--- src/rtl/alu_ctrl_pkg.sv ---
// Shared constants and types for the ID/EX ALU-control stage:
// ALU control codes, R-type funct values, R-type ALUop and FSM states.
package alu_ctrl_pkg;

    localparam int CNT_W = 4;

    typedef logic [3:0] ctrl_code_t;
    typedef logic [5:0] funct_t;

    localparam ctrl_code_t ALU_AND  = 4'b0000;
    localparam ctrl_code_t ALU_OR   = 4'b0001;
    localparam ctrl_code_t ALU_ADD  = 4'b0010;
    localparam ctrl_code_t ALU_SLL  = 4'b0011;
    localparam ctrl_code_t ALU_SRL  = 4'b0100;
    localparam ctrl_code_t ALU_MULA = 4'b0101;
    localparam ctrl_code_t ALU_SUB  = 4'b0110;
    localparam ctrl_code_t ALU_SLT  = 4'b0111;
    localparam ctrl_code_t ALU_ADDU = 4'b1000;
    localparam ctrl_code_t ALU_SUBU = 4'b1001;
    localparam ctrl_code_t ALU_XOR  = 4'b1010;
    localparam ctrl_code_t ALU_SLTU = 4'b1011;
    localparam ctrl_code_t ALU_NOR  = 4'b1100;
    localparam ctrl_code_t ALU_SRA  = 4'b1101;

    localparam funct_t FN_SLL  = 6'b000000;
    localparam funct_t FN_SRL  = 6'b000010;
    localparam funct_t FN_SRA  = 6'b000011;
    localparam funct_t FN_ADD  = 6'b100000;
    localparam funct_t FN_ADDU = 6'b100001;
    localparam funct_t FN_SUB  = 6'b100010;
    localparam funct_t FN_SUBU = 6'b100011;
    localparam funct_t FN_AND  = 6'b100100;
    localparam funct_t FN_OR   = 6'b100101;
    localparam funct_t FN_XOR  = 6'b100110;
    localparam funct_t FN_NOR  = 6'b100111;
    localparam funct_t FN_SLT  = 6'b101010;
    localparam funct_t FN_SLTU = 6'b101011;
    localparam funct_t FN_MULA = 6'b111000;

    localparam logic [3:0] RTYPE_OP = 4'b1111;

    typedef enum logic {
        IDLE,
        MUL
    } state_t;

endpackage

--- src/rtl/alu_ctrl_if.sv ---
// Instruction-side bundle between main control and the ALU-control stage.
// master = upstream driver of the decode inputs, slave = the stage itself.
interface alu_ctrl_if #(
    parameter int OP_W   = 4,
    parameter int FUNC_W = 6,
    parameter int CTRL_W = 4
);
    logic              InValid;
    logic [OP_W-1:0]   ALUop;
    logic [FUNC_W-1:0] FuncCode;
    logic              Stall;
    logic              Flush;
    logic [CTRL_W-1:0] ALUCtrl;
    logic              CtrlValid;
    logic              IllegalFunc;
    logic              StallReq;
    logic              MulDone;

    modport master (
        output InValid, ALUop, FuncCode, Stall, Flush,
        input  ALUCtrl, CtrlValid, IllegalFunc, StallReq, MulDone
    );

    modport slave (
        input  InValid, ALUop, FuncCode, Stall, Flush,
        output ALUCtrl, CtrlValid, IllegalFunc, StallReq, MulDone
    );
endinterface

--- src/rtl/alu_func_decode.sv ---
// ALUop / funct to ALU control word decoder with unsupported-funct flag.
// Latency: purely combinational.
// Backpressure: none; stateless.
module alu_func_decode
    import alu_ctrl_pkg::*;
#(
    parameter int OP_W   = 4,
    parameter int FUNC_W = 6,
    parameter int CTRL_W = 4
) (
    input  logic [OP_W-1:0]   alu_op,
    input  logic [FUNC_W-1:0] func_code,
    output logic [CTRL_W-1:0] ctrl,
    output logic              illegal
);

    logic       rtype;
    logic       bad_funct;
    ctrl_code_t code;

    assign rtype = &alu_op;

    always_comb begin
        code      = ALU_AND;
        bad_funct = 1'b0;
        unique case (func_code)
            FN_SLL:  code = ALU_SLL;
            FN_SRL:  code = ALU_SRL;
            FN_SRA:  code = ALU_SRA;
            FN_ADD:  code = ALU_ADD;
            FN_ADDU: code = ALU_ADDU;
            FN_SUB:  code = ALU_SUB;
            FN_SUBU: code = ALU_SUBU;
            FN_AND:  code = ALU_AND;
            FN_OR:   code = ALU_OR;
            FN_XOR:  code = ALU_XOR;
            FN_NOR:  code = ALU_NOR;
            FN_SLT:  code = ALU_SLT;
            FN_SLTU: code = ALU_SLTU;
            FN_MULA: code = ALU_MULA;
            default: begin
                code      = ALU_AND;
                bad_funct = 1'b1;
            end
        endcase

        // Non-R-type ops pass straight through; funct is irrelevant there.
        ctrl    = rtype ? CTRL_W'(code) : CTRL_W'(alu_op);
        illegal = rtype & bad_funct;
    end

endmodule

--- src/rtl/alu_ctrl_stage.sv ---
// ID/EX ALU-control pipeline register with multi-cycle MULA sequencing.
// Latency: 1 cycle from accepted inputs to ALUCtrl; MULA occupies MUL_CYCLES cycles.
// Backpressure: holds on Stall; raises StallReq while MULA still has cycles left.
module alu_ctrl_stage
    import alu_ctrl_pkg::*;
#(
    parameter int OP_W       = 4,
    parameter int FUNC_W     = 6,
    parameter int CTRL_W     = 4,
    parameter int MUL_CYCLES = 3
) (
    input  logic     CLK,
    input  logic     Reset_L,
    alu_ctrl_if.slave bus
);

    typedef struct packed {
        logic [CTRL_W-1:0] ctrl;
        logic              vld;
        logic              illegal;
    } pipe_t;

    pipe_t             pipe_q, pipe_d;
    state_t            state_q, state_d;
    logic [CNT_W-1:0]  cnt_q, cnt_d;

    logic [CTRL_W-1:0] dec_ctrl;
    logic              dec_illegal;
    logic              stall_req;
    logic              mul_done;
    logic              load;

    alu_func_decode #(
        .OP_W   (OP_W),
        .FUNC_W (FUNC_W),
        .CTRL_W (CTRL_W)
    ) u_decode (
        .alu_op    (bus.ALUop),
        .func_code (bus.FuncCode),
        .ctrl      (dec_ctrl),
        .illegal   (dec_illegal)
    );

    assign stall_req = (state_q == MUL) && (cnt_q != '0);
    assign mul_done  = (state_q == MUL) && (cnt_q == '0);

    // The final MUL cycle is not a stall, so it may accept the next instruction.
    assign load = !bus.Flush && !bus.Stall && !stall_req;

    always_comb begin
        state_d = state_q;
        cnt_d   = cnt_q;
        pipe_d  = pipe_q;

        if (bus.Flush) begin
            state_d      = IDLE;
            cnt_d        = '0;
            pipe_d.vld   = 1'b0;
            pipe_d.illegal = 1'b0;
        end else begin
            if (state_q == MUL) begin
                if (cnt_q != '0) begin
                    cnt_d = cnt_q - CNT_W'(1);
                end else begin
                    state_d = IDLE;
                end
            end

            if (load) begin
                pipe_d.ctrl    = dec_ctrl;
                pipe_d.vld     = bus.InValid;
                pipe_d.illegal = dec_illegal & bus.InValid;
                if (bus.InValid && (dec_ctrl == CTRL_W'(ALU_MULA))) begin
                    state_d = MUL;
                    cnt_d   = CNT_W'(MUL_CYCLES - 1);
                end
            end
        end
    end

    always_ff @(posedge CLK or negedge Reset_L) begin
        if (!Reset_L) begin
            state_q <= IDLE;
            cnt_q   <= '0;
            pipe_q  <= '0;
        end else begin
            state_q <= state_d;
            cnt_q   <= cnt_d;
            pipe_q  <= pipe_d;
        end
    end

    assign bus.ALUCtrl     = pipe_q.ctrl;
    assign bus.CtrlValid   = pipe_q.vld;
    assign bus.IllegalFunc = pipe_q.illegal;
    assign bus.StallReq    = stall_req;
    assign bus.MulDone     = mul_done;

endmodule

--- src/flat_wrapper.sv ---
// flat-port wrapper written by rule: the top's interface ports become plain ports
module alu_ctrl_stage_flat import alu_ctrl_pkg::*;
#(
    parameter int OP_W       = 4,
    parameter int FUNC_W     = 6,
    parameter int CTRL_W     = 4,
    parameter int MUL_CYCLES = 3
)
  (CLK, Reset_L, bus_InValid, bus_ALUop, bus_FuncCode, bus_Stall, bus_Flush, bus_ALUCtrl, bus_CtrlValid, bus_IllegalFunc, bus_StallReq, bus_MulDone);
  alu_ctrl_if #(.OP_W(OP_W), .FUNC_W(FUNC_W), .CTRL_W(CTRL_W)) bus_i ();
  input  logic CLK;
  input  logic Reset_L;
  input wire logic [$bits(bus_i.InValid)-1:0] bus_InValid;
  input wire logic [$bits(bus_i.ALUop)-1:0] bus_ALUop;
  input wire logic [$bits(bus_i.FuncCode)-1:0] bus_FuncCode;
  input wire logic [$bits(bus_i.Stall)-1:0] bus_Stall;
  input wire logic [$bits(bus_i.Flush)-1:0] bus_Flush;
  output wire logic [$bits(bus_i.ALUCtrl)-1:0] bus_ALUCtrl;
  output wire logic [$bits(bus_i.CtrlValid)-1:0] bus_CtrlValid;
  output wire logic [$bits(bus_i.IllegalFunc)-1:0] bus_IllegalFunc;
  output wire logic [$bits(bus_i.StallReq)-1:0] bus_StallReq;
  output wire logic [$bits(bus_i.MulDone)-1:0] bus_MulDone;
  assign bus_i.InValid = bus_InValid;
  assign bus_i.ALUop = bus_ALUop;
  assign bus_i.FuncCode = bus_FuncCode;
  assign bus_i.Stall = bus_Stall;
  assign bus_i.Flush = bus_Flush;
  assign bus_ALUCtrl = bus_i.ALUCtrl;
  assign bus_CtrlValid = bus_i.CtrlValid;
  assign bus_IllegalFunc = bus_i.IllegalFunc;
  assign bus_StallReq = bus_i.StallReq;
  assign bus_MulDone = bus_i.MulDone;
  alu_ctrl_stage #(.OP_W(OP_W), .FUNC_W(FUNC_W), .CTRL_W(CTRL_W), .MUL_CYCLES(MUL_CYCLES)) u_core (.CLK(CLK), .Reset_L(Reset_L), .bus(bus_i));
endmodule
--- config.mk ---
export PLATFORM = sky130hd
export DESIGN_NAME = alu_ctrl_stage_flat
export DESIGN_NICKNAME = d
export VERILOG_FILES = /design/src/rtl/alu_ctrl_pkg.sv /design/src/rtl/alu_ctrl_if.sv /design/src/rtl/alu_func_decode.sv /design/src/rtl/alu_ctrl_stage.sv /design/src/flat_wrapper.sv
export SDC_FILE = /design/constraint.sdc
export NUM_CORES = 1
export LEC_CHECK = 0
export ABC_AREA = 1
export CAP_MARGIN = 20
export CORE_MARGIN = 5
export CORE_UTILIZATION = 53
export CTS_BUF_LIST = sky130_fd_sc_hd__clkbuf_4
export DETAILED_ROUTE_END_ITERATION = 7
export GPL_ROUTABILITY_DRIVEN = 0
export PLACE_DENSITY = 0.87
export SYNTH_ARGS = -nofsm -noshare
export SYNTH_HDL_FRONTEND = slang
export SYNTH_SLANG_ARGS = --single-unit
--- constraint.sdc ---
create_clock -name CLK -period 2.7 [get_ports CLK]
set_clock_uncertainty 0.05 [all_clocks]
set_input_delay 0.81 -clock CLK [delete_from_list [all_inputs] [get_ports CLK]]
set_output_delay 0.81 -clock CLK [all_outputs]
set_load 0.05 [all_outputs]
==> metrics <==
status=finished, final reports clean; area leader, netlist=dfrtp_1; largest net degree at the start of global routing=12; ratio of cells with drive above 1 in the final layout=0.1419; Routed wire per std cell=between 10 and 15 µm; synthesized area per cell=6.469 µm²; hold crit path type=flip-flop to flip-flop; critical path cell sequence=clkdlybuf4s50_1; ANT cells=0; Yosys warning total=0; DRT Pass-1 Iters=4; Area growth, synth to finish=31.78%; final wirelength=roughly 2.0 mm; PD cells=roughly 400 nW/µm²; total negative setup slack=0 ns; Max stage delay on crit path=just over 0.8 ns; worst-path fanout max=2; die height=49.68 µm; Vias=976; Post-CTS Resized=0; post-synthesis instance total=around 130; reg2reg start=u_core.cnt_q[0]; CTS tree=done; H-tree depth=1; number of setup buffers added after CTS=0; family with the most delay on the worst path=buffers and inverters; Yosys reg bits=11; relative slew slack=0.6635; top post-synthesis cells by area=dfrtp_1, nand2_1, nand3_1; CP arrival=about 1.4 ns; synthesized area=834.6 µm²; total grt overflow=0; kind of end point of the critical path=primary output; CTS Buf Count=3; NumNets Final=between 150 and 200; most common cell after layout, fill and taps aside=nand2_1; top-level I/O count=23; Worst-Margin Slew=between 0.5 and 0.6 ns; CTS Buffer Depth=2; die width=about 50 µm; Max-cap violations=0; CP required=roughly 1.8 ns; Post-Syn Nets=between 100 and 150; hold buffers post-CTS=0; f_max=434.9 MHz; RSZ-0062 raised after global routing=false; worst r2r dst=u_core.cnt_q[1]; CTS Sinks=11; Pleak=0.5520 nW; most frequent cells in the layout=nand2_1, clkdlybuf4s50_1, inv_1, nor2_1, nand3_1; Vias per Instance=5.708; Tcrit/Tclk final=0.8515; Hold Path End=u_core.bus.CtrlValid; antenna violations before repair=0; Hold WS=between 0.4 and 0.5 ns; R2R Setup Slk=~0.85 ns; port bufs=22; Slew Viols, Final=0; DRC=0; fillcell total=roughly 130; Starting Density=0.5540; post-synth top area share=0.3298; Rows=14; highest-delay cell along the critical path=clkdlybuf4s50_1; Root Buffer=clkbuf_4; GRT Total Usage=0.1765; Hold Crit Start=u_core.bus.CtrlValid; Final Hold Violating Endpoints=0; crit path buf inv count=1; register clock-pin slew on the reported worst setup and hold paths=0.07 ns; final antenna-violating net count=0; Tmin final=around 2.3 ns; register area share after synthesis=0.3298; DRT iter0 DRCs=37; WS Path Type=flip-flop to primary output; die area=around 2500 µm²; hpwl dp=1.676 mm; first-pass GRT wire length=3.401 mm; Peak VDD IR=383.1 µV; Tot Pwr=0.0004340 W; Hold Crit Depth=2; vias in the first global route=between 800 and 900; clk_lat worst skew=about 0.27 ns; Startpoint Class=flip-flop; CORE AREA=1506 µm²; endpoints failing setup=0; worst reg-to-reg path cell count=10; Synth cell types=18
==> layer usage <==
| layer | part of all wire | vias up | track usage |
|---|---|---|---|
| li1 | - | 472 | - |
| met1 | 0.38 | 434 | 0.1910 |
| met2 | 0.49 | 57 | 0.3008 |
| met3 | 0.094 | 13 | 0.04819 |
| met4 | 0.037 | 0 | 0.1048 |
| met5 | 0 | - | 0 |
==> how the worst max path moves through the flow <==
stage                            from         endpoint  slack (ns)  cells past startpoint
2_1_floorplan         u_core.cnt_q[0]      bus_MulDone        0.47                      4
3_3_place_gp          bus_FuncCode[4]   u_core.state_q        0.28                     11
3_5_place_dp          bus_FuncCode[2]  u_core.cnt_q[1]        0.23                     11
4_1_cts        u_core.bus.IllegalFunc  bus_IllegalFunc        0.39                      1
5_1_grt               u_core.cnt_q[0]     bus_StallReq        0.32                      6
6_report       u_core.bus.IllegalFunc  bus_IllegalFunc        0.40                      1
==> kinds of logic after synthesis <==
logic type      synth area share
simple gates              0.4468
fa+ha+maj                0.01499
flops                     0.3298
buf+inv                  0.09445
compound gates            0.1139
==> registers in the layout, indices dropped and copies added (netlist names) <==
register                flops
u_core.cnt_q                4
u_core.state_q              1
u_core.bus.CtrlValid        1
u_core.bus.IllegalFunc      1
u_core.bus.ALUCtrl          4
==> Yosys cell counts (all sizes together) <==
master and instances:
nand3 17, inv 21, o211ai 2, nand2 35
nor4 1, nor2 24, ha 1, nand4 2
a21oi 7, o21ai 5, o31ai 1, dfrtp 11
a31oi 2
==> power breakdown <==
part | internal, W | leakage [nW] | switching [W]
sequential | 0.000174 | 0.144 | 0.00000472
clock | 0.0000674 | 0.0184 | 0.0000557
combinational | 0.0000494 | 0.390 | 0.0000825
total | 0.000291 | 0.552 | 0.000143
==> per-stage QoR <==
stage / area, µm² / utilization / cells / worst slack, ns
6_report: 1100 / 0.7301 / 171 / 0.4008
5_1_grt: 1100 / 0.7301 / 171 / 0.3172
4_1_cts: 1100 / 0.7301 / 171 / 0.3862
3_5_place_dp: 1070 / 0.7101 / 167 / 0.2269
3_3_place_gp: 1070 / 0.7101 / 167 / 0.2792
2_1_floorplan: 834.6 / - / 129 / 0.4693
==> area by class of cell <==
class | count | area, µm² | share of cell area
clock buffer | 4 | 30.03 | 0.02730
inverter | 21 | 78.83 | 0.07167
multi-input combinational | 97 | 480.5 | 0.4369
sequential | 11 | 275.3 | 0.2503
tap | 16 | 20.02 | 0.01820
timing repair buffer | 22 | 215.2 | 0.1957
No activity file was read; power rests on OpenSTA's default activity.
